$ cat src/rtl/hsi_vector_tx_if.sv
`default_nettype none
// ============================================================================
// hsi_vector_tx_if : control, element-source and FIFO-push bundle for hsi_vector_tx
// Rev 1.0 ; words_sent_out present only when HSI_VECTOR_TX_CNT_EN is defined
// ============================================================================
interface hsi_vector_tx_if #(
  parameter int WORD_WIDTH = 32,
  parameter int DATA_WIDTH = 16,
  parameter int ADDR_WIDTH = 8
);
  logic                  start;
  logic [ADDR_WIDTH-1:0] vectors_in;
  logic                  elem_valid;
  logic [DATA_WIDTH-1:0] elem_data;
  logic                  elem_ready;
  logic                  word_out_en;
  logic [WORD_WIDTH-1:0] word_out;
  logic                  word_out_full;
  logic                  done;
  logic                  idle;
  logic                  ready;
`ifdef HSI_VECTOR_TX_CNT_EN
  logic [31:0]           words_sent_out;

  modport master (
    output start, vectors_in, elem_valid, elem_data, word_out_full,
    input  elem_ready, word_out_en, word_out, done, idle, ready, words_sent_out
  );
  modport slave (
    input  start, vectors_in, elem_valid, elem_data, word_out_full,
    output elem_ready, word_out_en, word_out, done, idle, ready, words_sent_out
  );
`else
  modport master (
    output start, vectors_in, elem_valid, elem_data, word_out_full,
    input  elem_ready, word_out_en, word_out, done, idle, ready
  );
  modport slave (
    input  start, vectors_in, elem_valid, elem_data, word_out_full,
    output elem_ready, word_out_en, word_out, done, idle, ready
  );
`endif
endinterface
`default_nettype wire

$ cat src/rtl/hsi_vector_tx.sv
`default_nettype none
// ============================================================================
// hsi_vector_tx : packs HSI band elements into FIFO words, vector by vector
// Rev 1.0 ; optional push counter enabled by macro HSI_VECTOR_TX_CNT_EN
// ============================================================================
module hsi_vector_tx #(
  parameter int WORD_WIDTH            = 32,
  parameter int DATA_WIDTH            = 16,
  parameter int HSI_BANDS             = 128,
  parameter int HSI_LIBRARY_SIZE      = 256,
  parameter int HSI_LIBRARY_SIZE_ADDR = $clog2(HSI_LIBRARY_SIZE)
) (
  input  logic           clk,
  input  logic           rst_n,
  hsi_vector_tx_if.slave bus
);
  localparam int PACK   = WORD_WIDTH / DATA_WIDTH;
  localparam int LANE_W = (PACK > 1) ? $clog2(PACK) : 1;
  localparam int BAND_W = (HSI_BANDS > 1) ? $clog2(HSI_BANDS) : 1;
  localparam int VEC_W  = HSI_LIBRARY_SIZE_ADDR;

  localparam logic [LANE_W-1:0] LAST_LANE = LANE_W'(PACK - 1);
  localparam logic [BAND_W-1:0] LAST_ELEM = BAND_W'(HSI_BANDS - 1);

  typedef enum logic [1:0] {
    S_IDLE   = 2'd0,
    S_STREAM = 2'd1,
    S_DRAIN  = 2'd2,
    S_DONE   = 2'd3
  } state_t;

  state_t                  state;
  logic                    done_q;
  logic                    idle_q;
  logic                    ready_q;
  logic [LANE_W-1:0]       lane_cnt;
  logic [BAND_W-1:0]       elem_cnt;
  logic [VEC_W-1:0]        vec_cnt;
  logic [VEC_W-1:0]        vec_last;
  logic [WORD_WIDTH-1:0]   asm_word;
  logic [WORD_WIDTH-1:0]   asm_next;
  logic [WORD_WIDTH-1:0]   hold_word;
  logic                    hold_valid;

  logic last_elem;
  logic last_vec;
  logic word_complete;
  logic push;
  logic elem_ready;
  logic accept;
  logic start_ok;

  assign last_elem     = (elem_cnt == LAST_ELEM);
  assign last_vec      = (vec_cnt == vec_last);
  assign word_complete = (lane_cnt == LAST_LANE) || last_elem;
  assign push          = hold_valid && !bus.word_out_full;
  // A word may complete while the holding register drains in the same cycle.
  assign elem_ready    = (state == S_STREAM) &&
                         !(word_complete && hold_valid && bus.word_out_full);
  assign accept        = bus.elem_valid && elem_ready;
  assign start_ok      = (state == S_IDLE) && bus.start;

  always_comb begin
    asm_next = asm_word;
    for (int k = 0; k < PACK; k++) begin
      if (lane_cnt == LANE_W'(k)) begin
        asm_next[k*DATA_WIDTH +: DATA_WIDTH] = bus.elem_data;
      end
    end
  end

  always_ff @(posedge clk or negedge rst_n) begin
    if (!rst_n) begin
      state   <= S_IDLE;
      done_q  <= 1'b0;
      idle_q  <= 1'b1;
      ready_q <= 1'b1;
    end else begin
      case (state)
        S_IDLE: begin
          if (bus.start) begin
            idle_q  <= 1'b0;
            ready_q <= 1'b0;
            if (bus.vectors_in != '0) begin
              state <= S_STREAM;
            end else begin
              state  <= S_DONE;
              done_q <= 1'b1;
            end
          end
        end
        S_STREAM: begin
          if (accept && last_elem && last_vec) begin
            state <= S_DRAIN;
          end
        end
        S_DRAIN: begin
          if (!hold_valid || push) begin
            state  <= S_DONE;
            done_q <= 1'b1;
          end
        end
        S_DONE: begin
          state   <= S_IDLE;
          done_q  <= 1'b0;
          idle_q  <= 1'b1;
          ready_q <= 1'b1;
        end
        default: begin
          state   <= S_IDLE;
          done_q  <= 1'b0;
          idle_q  <= 1'b1;
          ready_q <= 1'b1;
        end
      endcase
    end
  end

  always_ff @(posedge clk or negedge rst_n) begin
    if (!rst_n) begin
      lane_cnt   <= '0;
      elem_cnt   <= '0;
      vec_cnt    <= '0;
      vec_last   <= '0;
      asm_word   <= '0;
      hold_word  <= '0;
      hold_valid <= 1'b0;
    end else begin
      if (start_ok) begin
        lane_cnt <= '0;
        elem_cnt <= '0;
        vec_cnt  <= '0;
        vec_last <= bus.vectors_in - VEC_W'(1);
        asm_word <= '0;
      end else if (accept) begin
        // Clearing the assembly word keeps unused upper lanes zero at a vector end.
        if (word_complete) begin
          asm_word <= '0;
          lane_cnt <= '0;
        end else begin
          asm_word <= asm_next;
          lane_cnt <= lane_cnt + LANE_W'(1);
        end
        if (last_elem) begin
          elem_cnt <= '0;
          vec_cnt  <= vec_cnt + VEC_W'(1);
        end else begin
          elem_cnt <= elem_cnt + BAND_W'(1);
        end
      end

      if (accept && word_complete) begin
        hold_word  <= asm_next;
        hold_valid <= 1'b1;
      end else if (push) begin
        hold_valid <= 1'b0;
      end
    end
  end

`ifdef HSI_VECTOR_TX_CNT_EN
  logic [31:0] words_sent;

  always_ff @(posedge clk or negedge rst_n) begin
    if (!rst_n) begin
      words_sent <= '0;
    end else if (start_ok) begin
      words_sent <= '0;
    end else if (push) begin
      words_sent <= words_sent + 32'd1;
    end
  end

  assign bus.words_sent_out = words_sent;
`endif

  assign bus.elem_ready  = elem_ready;
  assign bus.word_out_en = push;
  assign bus.word_out    = hold_word;
  assign bus.done        = done_q;
  assign bus.idle        = idle_q;
  assign bus.ready       = ready_q;

endmodule
`default_nettype wire
$ cat src/flat_wrapper.sv
// flat-port wrapper written by rule: the top's interface ports become plain ports
module hsi_vector_tx_flat 
#(
  parameter int WORD_WIDTH            = 32,
  parameter int DATA_WIDTH            = 16,
  parameter int HSI_BANDS             = 128,
  parameter int HSI_LIBRARY_SIZE      = 256,
  parameter int HSI_LIBRARY_SIZE_ADDR = $clog2(HSI_LIBRARY_SIZE)
)
  (clk, rst_n, bus_start, bus_vectors_in, bus_elem_valid, bus_elem_data, bus_word_out_full, bus_elem_ready, bus_word_out_en, bus_word_out, bus_done, bus_idle, bus_ready);
  hsi_vector_tx_if #(.WORD_WIDTH(WORD_WIDTH), .DATA_WIDTH(DATA_WIDTH)) bus_i ();
  input  logic clk;
  input  logic rst_n;
  input wire logic [$bits(bus_i.start)-1:0] bus_start;
  input wire logic [$bits(bus_i.vectors_in)-1:0] bus_vectors_in;
  input wire logic [$bits(bus_i.elem_valid)-1:0] bus_elem_valid;
  input wire logic [$bits(bus_i.elem_data)-1:0] bus_elem_data;
  input wire logic [$bits(bus_i.word_out_full)-1:0] bus_word_out_full;
  output wire logic [$bits(bus_i.elem_ready)-1:0] bus_elem_ready;
  output wire logic [$bits(bus_i.word_out_en)-1:0] bus_word_out_en;
  output wire logic [$bits(bus_i.word_out)-1:0] bus_word_out;
  output wire logic [$bits(bus_i.done)-1:0] bus_done;
  output wire logic [$bits(bus_i.idle)-1:0] bus_idle;
  output wire logic [$bits(bus_i.ready)-1:0] bus_ready;
  assign bus_i.start = bus_start;
  assign bus_i.vectors_in = bus_vectors_in;
  assign bus_i.elem_valid = bus_elem_valid;
  assign bus_i.elem_data = bus_elem_data;
  assign bus_i.word_out_full = bus_word_out_full;
  assign bus_elem_ready = bus_i.elem_ready;
  assign bus_word_out_en = bus_i.word_out_en;
  assign bus_word_out = bus_i.word_out;
  assign bus_done = bus_i.done;
  assign bus_idle = bus_i.idle;
  assign bus_ready = bus_i.ready;
  hsi_vector_tx #(.WORD_WIDTH(WORD_WIDTH), .DATA_WIDTH(DATA_WIDTH), .HSI_BANDS(HSI_BANDS), .HSI_LIBRARY_SIZE(HSI_LIBRARY_SIZE), .HSI_LIBRARY_SIZE_ADDR(HSI_LIBRARY_SIZE_ADDR)) u_core (.clk(clk), .rst_n(rst_n), .bus(bus_i));
endmodule
$ cat config.mk
export PLATFORM = sky130hd
export DESIGN_NAME = hsi_vector_tx_flat
export DESIGN_NICKNAME = d
export VERILOG_FILES = /design/src/rtl/hsi_vector_tx_if.sv /design/src/rtl/hsi_vector_tx.sv /design/src/flat_wrapper.sv
export SDC_FILE = /design/constraint.sdc
export NUM_CORES = 1
export LEC_CHECK = 0
export ABC_AREA = 1
export BUFFER_PORTS_ARGS = -buffer_cell sky130_fd_sc_hd__buf_2
export CAP_MARGIN = 20
export CORE_MARGIN = 2
export CORE_UTILIZATION = 24
export CTS_BUF_LIST = sky130_fd_sc_hd__clkbuf_16
export DETAILED_ROUTE_END_ITERATION = 12
export SYNTH_ARGS = -nofsm -noshare
export SYNTH_HDL_FRONTEND = slang
export SYNTH_SLANG_ARGS = --single-unit
$ cat constraint.sdc
create_clock -name clk -period 2.1 [get_ports clk]
set_input_delay 0.42 -clock clk [delete_from_list [all_inputs] [get_ports clk]]
set_output_delay 0.42 -clock clk [all_outputs]
set_load 0.01 [all_outputs]
After elaboration in Yosys (flattened, before gate mapping)

Cells that the tools add are included.

Register bits after elaboration: 93
Latch bits: 0
Memory bits (writable): 0
ROM bits: 0
Input port bits: 29
Output and inout bits: 37
Word-level logic and storage cells: 75
Memories kept: 0

Add/subtract/negate cells: 4
$mul: 0
Div/mod/pow operators: 0
$lt $le $gt $ge: 0
Eq/ne operators: 9
Shift operators: 0
Mux-type cells: 27
Bitwise logic cells: 0
Reduce and logical (&&, ||, !) cells: 25

Operators with widths:

| cell                                             | number |
|---|---|
| two-way mux 32 bit                               | 3 |
| two-way mux 16 bit                               | 2 |
| two-way mux 8 bit                                | 3 |
| two-way mux 7 bit                                | 3 |
| logical AND 1 bit                                | 9 |
| two-way mux 1 bit                                | 9 |
| adder 8 x 1 -> 8 bit, second input constant      | 1 |
| == test 8 bit                                    | 1 |
| two-way mux 2 bit                                | 4 |
| case mux 2 bit (4 select lines)                  | 1 |
| nonzero test 2 bit                               | 4 |
| nonzero test 8 bit                               | 1 |
| subtractor 8 x 1 -> 8 bit, second input constant | 1 |
| adder 7 x 1 -> 7 bit, second input constant      | 1 |
| == test 7 bit, second input constant             | 1 |
| inequality test 2 bit, second input constant     | 3 |
| == test 2 bit, second input constant             | 2 |
| AND reduction 2 bit                              | 2 |
| AND reduction 4 bit                              | 1 |
| zero test 1 bit                                  | 3 |
| case mux 1 bit (3 select lines)                  | 1 |
| AND reduction 3 bit                              | 1 |
| nonzero test 3 bit                               | 1 |
| == test 2 x 1 -> 1 bit, second input constant    | 1 |
| 5 further kinds                                  | 6 |

Depth between registers and ports, before layout

Gate-level depths: netlist (run 1).

Depth after elaboration: 11
Mapped depth: 13
Depth with buffers taken out: 12

Worst setup path after synthesis (run 1)

No wires, ideal clock.

Path kind: register to register
Start: register u_core.elem_cnt[0]
End: register u_core.hold_word[23], in the netlist u_core.bus.word_out[23]
Library setup time: 0.127 ns
Arrival: 1.691 ns
Data required time: 1.973 ns
Slack: 0.281 ns
Stages on the path, launching flop included: 14
Buffers on the path: 2
Period minus slack after synthesis: 1.819 ns
Path through: dfrtp_1 -> ha_1 -> inv_1 -> nor2_2 -> nand2_4 -> nand2_4 -> a21oi_4 -> nand2_4 -> inv_4 -> nand2_4 -> buf_8 -> buf_8 -> nand2_1 -> o21ai_0

Cells in the longest elaborated chain, start to end: 8

Ends and longest elaborated chain:

| item                            | line                 | RTL |
|---|---|---|
| start, declared                 | hsi_vector_tx.sv:37  | `logic [BAND_W-1:0] elem_cnt;` |
| start signal, assigned          | hsi_vector_tx.sv:148 | `elem_cnt <= elem_cnt + BAND_W'(1);` |
| == test 7 bit                   | hsi_vector_tx.sv:53  | `assign last_elem = (elem_cnt == LAST_ELEM);` |
| logical OR 1 bit                | hsi_vector_tx.sv:55  | `assign word_complete = (lane_cnt == LAST_LANE) \|\| last_elem;` |
| logical AND 1 bit (2 in series) | hsi_vector_tx.sv:59  | `!(word_complete && hold_valid && bus.word_out_full);` |
| zero test 1 bit                 | hsi_vector_tx.sv:59  |  |
| logical AND 1 bit               | hsi_vector_tx.sv:58  | `assign elem_ready = (state == S_STREAM) &&` |
| via bus_elem_ready              | flat_wrapper.sv:19   | `output wire logic [$bits(bus_i.elem_ready)-1:0] bus_elem_ready;` |
| logical AND 1 bit               | hsi_vector_tx.sv:60  | `assign accept = bus.elem_valid && elem_ready;` |
| logical AND 1 bit               | hsi_vector_tx.sv:152 | `if (accept && word_complete) begin` |
| end signal, assigned            | hsi_vector_tx.sv:153 | `hold_word <= asm_next;` |
| end, declared                   | hsi_vector_tx.sv:42  | `logic [WORD_WIDTH-1:0] hold_word;` |

The timed path passes the listed nets, and every way through them passes these cells.
A chain may end at the register's enable or synchronous reset.

Worst setup path after layout (run 1)

Start: register u_core.elem_cnt[0]
End: output bus_elem_ready

Cells in the longest elaborated chain, start to end: 6

Ends and longest elaborated chain:

| item                            | line |
|---|---|
| == test 7 bit                   | hsi_vector_tx.sv:53 |
| logical OR 1 bit                | hsi_vector_tx.sv:55 |
| logical AND 1 bit (2 in series) | hsi_vector_tx.sv:59 |
| zero test 1 bit                 | hsi_vector_tx.sv:59 |
| logical AND 1 bit               | hsi_vector_tx.sv:58 |
| end, declared                   | flat_wrapper.sv:19 |

Every way passes these cells.

==> summary.txt, run 1 <==
Global routing
  • Met2 Usage GRT: 16.3%
  • GRT overflow: 0
  • Met3 Usage GRT: 3.33%
  • Global-route wire length before repair: 17000 um
  • Largest net degree at the start of global routing: 65
  • Initial antenna violation count: 0
  • Vias in the first global route: 3390
  • Gr usage total: 10.7%
  • Busiest layer in global routing: met2
  • Met1 Use GR: 14.6%

Timing
  • Final setup viols: 0
  • Post-route setup slack: 99.3 ps
  • Total negative slack: 0 ps
  • Final period utilization: 95.3%
  • RSZ-0062 raised after global routing: no
  • Setup Skew: 10.4 ps
  • Fin. Hold Viols: 0
  • Max frequency: 0.500 GHz
  • Final Critical Period: 2000 ps
  • Pins Over Slew Limit: 0
  • Rel. slew slack: 60.7%
  • Worst Tran Pin Value: 590 ps

Setup path
  • Worst Path Max Fanout: 4
  • CP max stage delay: 400 ps
  • WP data required: 1680 ps
  • Kind of critical path: reg -> out
  • R2R Setup Slk: 240 ps
  • R2R depth: 12
  • R2r startpoint: u_core.elem_cnt[0]
  • Critical R2R Capture: u_core.bus.word_out[24]
  • Crit path cell chain: ha_1, inv_2, nor2_2, nand2_4, nand2_4, a21oi_4, buf_4
  • Critical path's slowest cell: dfrtp_1
  • Most common cell on crit path: nand2_4
  • CP delay by family, top: flip-flops
  • Crit path launch type: flip-flop
  • Crit. End Element: output pin
  • WP buf/inv: 2
  • WP data arrival: 1580 ps

Logic synthesis
  • Sequential share of the synthesized area: 51.0%
  • Share of the synthesized area in the top cell type: 50.4%
  • Post-Syn Area: 4570 sq um
  • Syn Nets: 567
  • Flops & latches, synth: 93
  • Synth Instances: 529
  • Yosys top cell by area: dfrtp_1
  • Yosys Warn Count: 0
  • Syn_area_per_cell: 8.63 sq um
  • Post-synth cell types: 37
  • Area contributors post-synth: dfrtp_1 (50%), nand2_1 (7.8%), inv_1 (6.2%)

Clocking
  • CTS Buf Count: 9
  • Clock Pin Slew Worst Setup and Hold Paths: 70 ps
  • Max clock buf depth: 2
  • Hold buffer count at cts: 0
  • CTS root buf: clkbuf_16
  • CTS tree: built
  • Clk_lat worst skew: 350 ps
  • CTS sink cnt: 93
  • Htree depth: 3

Floorplan
  • Initial Util: 24.4%
  • Core Footprint: 18700 sq um
  • IO Pins: 66
  • Horiz. Die Dim: 142 um
  • Chip Height: 142 um
  • FP Rows: 50
  • Die Area: 20100 sq um

Final layout
  • Layout cells sized above 1: 21.7%
  • Fillers: 2006
  • Fin nets: 628
  • P&R area growth vs syn: 18.6%
  • Antenna diodes: 0

Routing
  • WL/cell: 12.2 um
  • Vias/cell: 4.21
  • DRC: 0
  • Final ANT Viol Nets: 0
  • Via total after detailed routing: 3489
  • 1st-iter DRT viols: 167
  • Final wirelength: 10100 um
  • DRT Pass-1 Iters: 5

Pwr
  • Design Power: 7.11 mW
  • Worst VDD drop: 0.442 mV
  • Total power divided by cell area: 1310 nW/um^2
  • P_leak: 2.66 nW

Placed design
  • GP Congestion: 0.764
  • PortBufs: 65
  • Post-DP HPWL: 7040 um
  • Post-Place Worst Slack: 199 ps

Min path
  • Worst hold-check path type: in -> async

Run
  • Max-cap violations: 0

Outcome
  • Status: complete, no violations
synth_stat cells, drive strengths merged:
| cell type | count |
|---|---|
| o21a | 2 |
| inv | 76 |
| ha | 9 |
| xor2 | 1 |
| nand4 | 6 |
| buf | 16 |
| a21oi | 23 |
| dfrtp | 92 |
| o21bai | 1 |
| nand2 | 101 |
| a31oi | 1 |
| nor2 | 55 |
| o31ai | 2 |
| dfstp | 1 |
| xnor2 | 13 |
| clkbuf | 9 |
| o22ai | 1 |
| nand3 | 28 |
| a22oi | 1 |
| or2 | 1 |
| nor3 | 5 |
| mux2i | 1 |
| nor4 | 1 |
| o21ai | 83 |
logic make-up (layout without fill, tap and decap cells):
kind of cell / count (synthesis) / in the layout / synth area share [%]
adder cells (fa/ha/maj): 9 / 9 / 2.47
flip-flops: 93 / 93 / 51.0
multiplexers: 1 / 1 / 0.219
XOR/XNOR: 14 / 14 / 2.68
AND/OR/NAND/NOR: 197 / 197 / 18.7
buffers and inverters: 101 / 167 / 9.95
AO/OA/AOI/OAI: 114 / 114 / 15.0
worst max path at each step:
stage	startpoint	to	slack (ps)	cells after the start
6_report	u_core.elem_cnt[0]	bus_elem_ready	100	7
4_1_cts	u_core.elem_cnt[0]	bus_elem_ready	20	7
3_3_place_gp	u_core.elem_cnt[0]	u_core.elem_cnt[3]	260	12
2_1_floorplan	u_core.elem_cnt[0]	u_core.bus.word_out[23]	280	13
3_5_place_dp	u_core.elem_cnt[0]	u_core.elem_cnt[3]	200	12
5_1_grt	u_core.elem_cnt[0]	bus_elem_ready	10	7
area by class of cell:
type                       instances  area, sq um  area share (%)
multi-input combinational        335         1790            33.0
sequential                        93         2330            43.0
timing repair buffer              75          434            8.02
tap                              234          293            5.41
inverter                          76          288            5.31
clock buffer                       9          225            4.16
clock inverter                     7         58.8            1.09
worst register-to-register path, cell delays in order (launching register included):
cell     delay [ps]
dfrtp_1         400
ha_1            210
inv_2            80
nor2_2           60
nand2_4          90
nand2_4          80
a21oi_4         150
nand2_4          80
inv_4            90
nand2_4          70
buf_4           220
nand2_1         100
o21ai_0          90
cells in the final DEF, fill, tap and decap left out, types with 4 or more instances in the layout:
cell       netlist  layout
xnor2_1         13      13
clkbuf_16        0       9
nor2_1          53      53
ha_1             9       9
buf_2            2      63
nor3_1           5       5
o21ai_2         23      23
o21ai_1          4       4
nand3_1         27      27
buf_4            2       9
nand2_4          4       4
nand2_1         95      94
o21ai_0         56      56
nand4_1          6       6
a21oi_1         22      22
dfrtp_1         92      91
inv_1           75      75
what timing repair did:
| item | CTS | global route |
|---|---|---|
| resized for setup | 0 | 3 |
| setup endpoints to repair | 0 | 2 |
| buffers inserted | 0 | 0 |
metal layers:
layer / vias to the layer above / routed length [um]
met3: 11 / 412
met2: 72 / 4460
met1: 1606 / 5060
li1: 1800 / -
met4: 0 / 160
met5: - / 0
flip-flops by register name, indices dropped and copies added (netlist names):
| register | cells |
|---|---|
| u_core.state | 2 |
| u_core.bus.idle | 1 |
| u_core.vec_last | 8 |
| u_core.vec_cnt | 8 |
| u_core.asm_word | 32 |
| u_core.bus.done | 1 |
| u_core.elem_cnt | 7 |
| u_core.hold_valid | 1 |
| u_core.lane_cnt | 1 |
| u_core.bus.word_out | 32 |
where the power goes:
group          leakage (nW)  switching, mW  internal, mW
combinational          1.30           1.65          1.03
clock                 0.138          0.743         0.824
sequential             1.22          0.431          2.43
total                  2.66           2.82          4.28
metrics by stage:
step / utilization [%] / std cells / hold slack [ps] / instance area [sq um]
floorplan: - / 529 / 124 / 4570
global placement: 27.4 / 813 / 441 / 5120
CTS: 28.9 / 829 / 61.6 / 5410
finish: 28.9 / 829 / 53.2 / 5420
global route: 28.9 / 829 / 73.2 / 5420
detailed placement: 27.4 / 813 / 441 / 5120
No activity file was read; power rests on OpenSTA's default activity.
==> run 2, diff against run 1 <==
--- a/config.mk
+++ b/config.mk
@@ -12,6 +12,7 @@
 export CORE_UTILIZATION = 24
 export CTS_BUF_LIST = sky130_fd_sc_hd__clkbuf_16
 export DETAILED_ROUTE_END_ITERATION = 12
+export SETUP_SLACK_MARGIN = 0.2
 export SYNTH_ARGS = -nofsm -noshare
 export SYNTH_HDL_FRONTEND = slang
 export SYNTH_SLANG_ARGS = --single-unit
==> summary.txt, run 2 (synthesized netlist as in run 1, its figures left out) <==
Routing
  • 1st-iter DRT viols: 181 (+8.4%)
  • WL/cell: 12.2 um (+0.24%)
  • DRC: 0 (unchanged)
  • Via total after detailed routing: 3536 (+1.3%)
  • DRT Pass-1 Iters: 4 (-1)
  • Final wirelength: 10200 um (+0.84%)
  • Final ANT Viol Nets: 0 (unchanged)
  • Vias/cell: 4.24 (+0.74%)

Timing
  • Fin. Hold Viols: 0 (unchanged)
  • Total negative slack: 0 ps (unchanged)
  • Rel. slew slack: 61.7% (+1.0 points)
  • Setup Skew: 10.3 ps (-0.114 ps)
  • Max frequency: 0.526 GHz (+5.2%)
  • Final setup viols: 0 (unchanged)
  • Final period utilization: 90.5% (-4.7 points)
  • Pins Over Slew Limit: 0 (unchanged)
  • Final Critical Period: 1900 ps (-99.7 ps)
  • Worst Tran Pin Value: 575 ps (-15.1 ps)
  • Post-route setup slack: 199 ps (+99.7 ps)
  • RSZ-0062 raised after global routing: yes

Floorplan
  • Initial Util: 24.4% (unchanged)
  • IO Pins: 66 (unchanged)
  • FP Rows: 50 (unchanged)
  • Chip Height: 142 um (unchanged)
  • Core Footprint: 18700 sq um (unchanged)
  • Die Area: 20100 sq um (unchanged)
  • Horiz. Die Dim: 142 um (unchanged)

Setup path
  • R2R depth: 12 (unchanged)
  • Worst Path Max Fanout: 3 (-1)
  • WP data required: 1680 ps (about the same)
  • Kind of critical path: reg -> out
  • WP data arrival: 1480 ps (-100 ps)
  • R2R Setup Slk: 310 ps (+70 ps)
  • Critical R2R Capture: u_core.bus.word_out[24]
  • Crit. End Element: output pin
  • R2r startpoint: u_core.elem_cnt[1]
  • Crit path launch type: flip-flop

Placed design
  • Post-DP HPWL: 7040 um (unchanged)
  • Post-Place Worst Slack: 199 ps (unchanged)
  • GP Congestion: 0.764 (unchanged)
  • PortBufs: 65 (unchanged)
  • Post-Place Cell Area: 5120 sq um (unchanged)
  • # placed instances: 813 (unchanged)

Final layout
  • Fillers: 2000 (-0.30%)
  • P&R area growth vs syn: 19.9%
  • Fin nets: 633 (+0.80%)
  • Antenna diodes: 0 (unchanged)
  • Final Util: 29.3% (+0.33 points)
  • Non-Filler Instances: 834 (+0.60%)
  • Layout cells sized above 1: 23.2% (+1.5 points)
  • Most common library cell in the layout ignoring fill and taps: nand2_1
  • Finished Cell Area: 5480 sq um (+1.1%)
  • Commonest non-fill, non-tap cells in the layout: nand2_1 (93), dfrtp_1 (90), inv_1 (74)

Global routing
  • Initial antenna violation count: 0 (unchanged)
  • GRT overflow: 0 (unchanged)
  • Global-route wire length before repair: 17100 um (+0.65%)
  • Vias in the first global route: 3415 (+0.74%)
  • Gr usage total: 10.8% (+0.065 points)
  • Largest net degree at the start of global routing: 65 (unchanged)

Clocking
  • Clk_lat worst skew: 350 ps (about the same)
  • CTS sink cnt: 93 (unchanged)
  • Clock Pin Slew Worst Setup and Hold Paths: 70 ps (about the same)
  • CTS root buf: clkbuf_16
  • Htree depth: 3 (unchanged)
  • Hold buffer count at cts: 0 (unchanged)
  • CTS Buf Count: 9 (unchanged)
  • CTS tree: built
  • Max clock buf depth: 2 (unchanged)

Run
  • Max-cap violations: 0 (unchanged)

Pwr
  • P_leak: 2.68 nW (+0.86%)
  • Total power divided by cell area: 1310 nW/um^2 (-0.35%)
  • Worst VDD drop: 0.436 mV (-1.2%)

Outcome
  • Status: complete, no violations

Min path
  • Worst hold-check path type: in -> async
run 2: per-layer routing:
metal	global-route usage [%]	vias to the layer above	part of all wire (%)
met2	16.5	68	44
li1	-	1818	-
met4	3.26	0	1.6
met1	14.6	1639	50
met5	0	-	0
met3	3.33	11	4.3
run 2: power by group:
| part | switching (mW) | total [mW] | internal, mW |
|---|---|---|---|
| Sequential | 0.427 | 2.86 | 2.43 |
| Combinational | 1.67 | 2.74 | 1.07 |
| Clock | 0.742 | 1.57 | 0.824 |
| Total | 2.84 | 7.16 | 4.32 |
run 2: worst max-delay path by stage:
stage	depth (start not counted)	start	slack (ps)	to
global route	7	u_core.elem_cnt[1]	130	bus_elem_ready
detailed placement	12	u_core.elem_cnt[0]	200	u_core.elem_cnt[3]
floorplan	13	u_core.elem_cnt[0]	280	u_core.bus.word_out[23]
CTS	7	u_core.elem_cnt[1]	160	bus_elem_ready
global placement	12	u_core.elem_cnt[0]	260	u_core.elem_cnt[3]
finish	7	u_core.elem_cnt[1]	200	bus_elem_ready
run 2: cell type report:
class | count | area, sq um | share of cell area, %
Multi-Input combinational cell | 335 | 1810 | 33.0
Inverter | 76 | 288 | 5.25
Sequential cell | 93 | 2330 | 42.6
Clock inverter | 7 | 58.8 | 1.07
Clock buffer | 9 | 225 | 4.11
Timing Repair Buffer | 80 | 475 | 8.68
Tap cell | 234 | 293 | 5.35
run 2: repair_timing:
item | CTS | global route
gates resized for setup | 5 | 6
pin swaps | 2 | 5
setup endpoints to repair | 2 | 17
setup buffers | 4 | 1
run 2: per-stage QoR:
step,hold WS [ps],power (mW)
2_1_floorplan,124,4.76
3_3_place_gp,441,5.54
3_5_place_dp,441,5.60
4_1_cts,61.6,7.26
5_1_grt,73.2,7.78
6_report,52.7,7.16
run 2: critical path: stages, from the launching register on:
cell and delay (ps):
dfrtp_1 400, ha_2 190, inv_2 80, nor2_4 40, nand2_4 70, nand2_4 70, a21oi_4 170, buf_6 140
==> run 3, diff against run 2 <==
--- a/config.mk
+++ b/config.mk
@@ -12,6 +12,7 @@
 export CORE_UTILIZATION = 24
 export CTS_BUF_LIST = sky130_fd_sc_hd__clkbuf_16
 export DETAILED_ROUTE_END_ITERATION = 12
+export RECOVER_POWER = 25
 export SETUP_SLACK_MARGIN = 0.2
 export SYNTH_ARGS = -nofsm -noshare
 export SYNTH_HDL_FRONTEND = slang
==> summary.txt, run 3 (synthesized netlist as in run 1, its figures left out) <==
Global routing
  • Gr usage total: 10.8% (unchanged)
  • Global-route wire length before repair: 17100 um (unchanged)
  • Vias in the first global route: 3415 (unchanged)
  • Largest net degree at the start of global routing: 65 (unchanged)
  • Initial antenna violation count: 0 (unchanged)
  • GRT overflow: 0 (unchanged)

Placed design
  • # placed instances: 813 (unchanged)
  • PortBufs: 65 (unchanged)
  • Post-DP HPWL: 7040 um (unchanged)
  • GP Congestion: 0.764 (unchanged)
  • Post-Place Cell Area: 5120 sq um (unchanged)

Clocking
  • CTS root buf: clkbuf_16
  • CTS Buf Count: 9 (unchanged)
  • Max clock buf depth: 2 (unchanged)
  • Htree depth: 3 (unchanged)
  • CTS tree: built
  • CTS sink cnt: 93 (unchanged)
  • Clock Pin Slew Worst Setup and Hold Paths: 70 ps (about the same)
  • Clk_lat worst skew: 350 ps (about the same)

Timing
  • Setup Skew: 10.3 ps (unchanged)
  • Rel. slew slack: 7.24% (-54 points)
  • Worst Tran Pin Value: 1390 ps (+816 ps)
  • Final period utilization: 90.5% (unchanged)
  • Total negative slack: 0 ps (unchanged)
  • Max frequency: 0.526 GHz (unchanged)
  • Fin. Hold Viols: 0 (unchanged)
  • Final setup viols: 0 (unchanged)
  • Hold_ws: 168 ps (+115 ps)
  • RSZ-0062 raised after global routing: yes
  • Final Critical Period: 1900 ps (unchanged)
  • Pins Over Slew Limit: 0 (unchanged)

Floorplan
  • Die Area: 20100 sq um (unchanged)
  • IO Pins: 66 (unchanged)
  • Core Footprint: 18700 sq um (unchanged)
  • Initial Util: 24.4% (unchanged)
  • Chip Height: 142 um (unchanged)
  • FP Rows: 50 (unchanged)
  • Horiz. Die Dim: 142 um (unchanged)

Setup path
  • WP buf/inv: 2 (unchanged)
  • Crit path depth: 7 (unchanged)
  • R2r startpoint: u_core.elem_cnt[1]
  • Crit path launch type: flip-flop
  • R2R depth: 12 (unchanged)
  • Critical path's slowest cell: dfrtp_1
  • Crit path cell chain: ha_2, inv_2, nor2_4, nand2_4, nand2_4, a21oi_4, buf_6
  • Worst Path Max Fanout: 3 (unchanged)
  • CP delay by family, top: flip-flops
  • Critical R2R Capture: u_core.bus.word_out[24]
  • WP data required: 1680 ps (about the same)
  • R2R Setup Slk: 310 ps (about the same)
  • Kind of critical path: reg -> out
  • WP data arrival: 1480 ps (about the same)
  • Crit. End Element: output pin
  • CP max stage delay: 400 ps (about the same)
  • Most common cell on crit path: nand2_4

Final layout
  • Storage cell area: 2330 sq um (unchanged)
  • P&R area growth vs syn: 19.5%
  • Commonest non-fill, non-tap cells in the layout: nand2_1 (93), dfrtp_1 (90), inv_1 (74)
  • Antenna diodes: 0 (unchanged)
  • Layout cells sized above 1: 23.0% (-0.17 points)
  • Fillers: 2002 (+0.10%)
  • Finished Cell Area: 5460 sq um (-0.34%)
  • Non-Filler Instances: 834 (unchanged)
  • Most common library cell in the layout ignoring fill and taps: nand2_1
  • Fin nets: 633 (unchanged)
  • Multi-input gate area: 1810 sq um (unchanged)

Pwr
  • P_leak: 2.68 nW (-0.33%)
  • Worst VDD drop: 0.436 mV (about the same)
  • Design Power: 7.16 mW (about the same)
  • Total power divided by cell area: 1310 nW/um^2 (+0.28%)

Routing
  • 1st-iter DRT viols: 181 (unchanged)
  • DRC: 0 (unchanged)
  • Vias/cell: 4.24 (about the same)
  • Via total after detailed routing: 3537 (+0.028%)
  • DRT Pass-1 Iters: 4 (unchanged)
  • WL/cell: 12.2 um (about the same)
  • Final ANT Viol Nets: 0 (unchanged)
  • Final wirelength: 10200 um (about the same)

Min path
  • Worst hold-check path type: in -> async

Run
  • Max-cap violations: 0 (unchanged)

Outcome
  • Status: complete, no violations
==> run 3: routing by layer <==
layer | track usage [%] | share of wire (%)
met5 | 0 | 0
met1 | 14.6 | 50
met4 | 3.26 | 1.6
met3 | 3.33 | 4.3
met2 | 16.5 | 44
==> run 3: how the worst max path moves through the flow <==
stage                                   from  slack [ps]                      end
final                     u_core.elem_cnt[1]         200           bus_elem_ready
after floorplan           u_core.elem_cnt[0]         280  u_core.bus.word_out[23]
after CTS                 u_core.elem_cnt[1]         160           bus_elem_ready
after global routing      u_core.elem_cnt[1]         130           bus_elem_ready
after detailed placement  u_core.elem_cnt[0]         200       u_core.elem_cnt[3]
after global placement    u_core.elem_cnt[0]         260       u_core.elem_cnt[3]
==> run 3: repair_timing <==
item,CTS,global route
gates resized for setup,5,6
gates cloned,0,0
endpoints found under the setup margin,2,17
buffers inserted,4,1
hold endpoints to repair,0,0
hold buffers,0,0
pin swaps,2,5
==> run 3: metrics by stage <==
stage | worst slack (ps) | utilization (%)
after floorplan | 281 | -
after global placement | 259 | 27.4
after CTS | 161 | 29.1
after global routing | 129 | 29.2
after detailed placement | 199 | 27.4
final | 199 | 29.2
==> run 3: where the power goes <==
group | total, mW | switching [mW] | internal [mW]
Sequential | 2.86 | 0.427 | 2.43
Clock | 1.57 | 0.742 | 0.824
Combinational | 2.73 | 1.67 | 1.07
==> run 3: area by class of cell <==
| class | count | share of cell area [%] |
|---|---|---|
| Clock buffer | 9 | 4.13 |
| Inverter | 76 | 5.27 |
| Timing Repair Buffer | 80 | 8.37 |
| Sequential cell | 93 | 42.7 |
| Clock inverter | 7 | 1.08 |
| Multi-Input combinational cell | 335 | 33.1 |
| Tap cell | 234 | 5.36 |
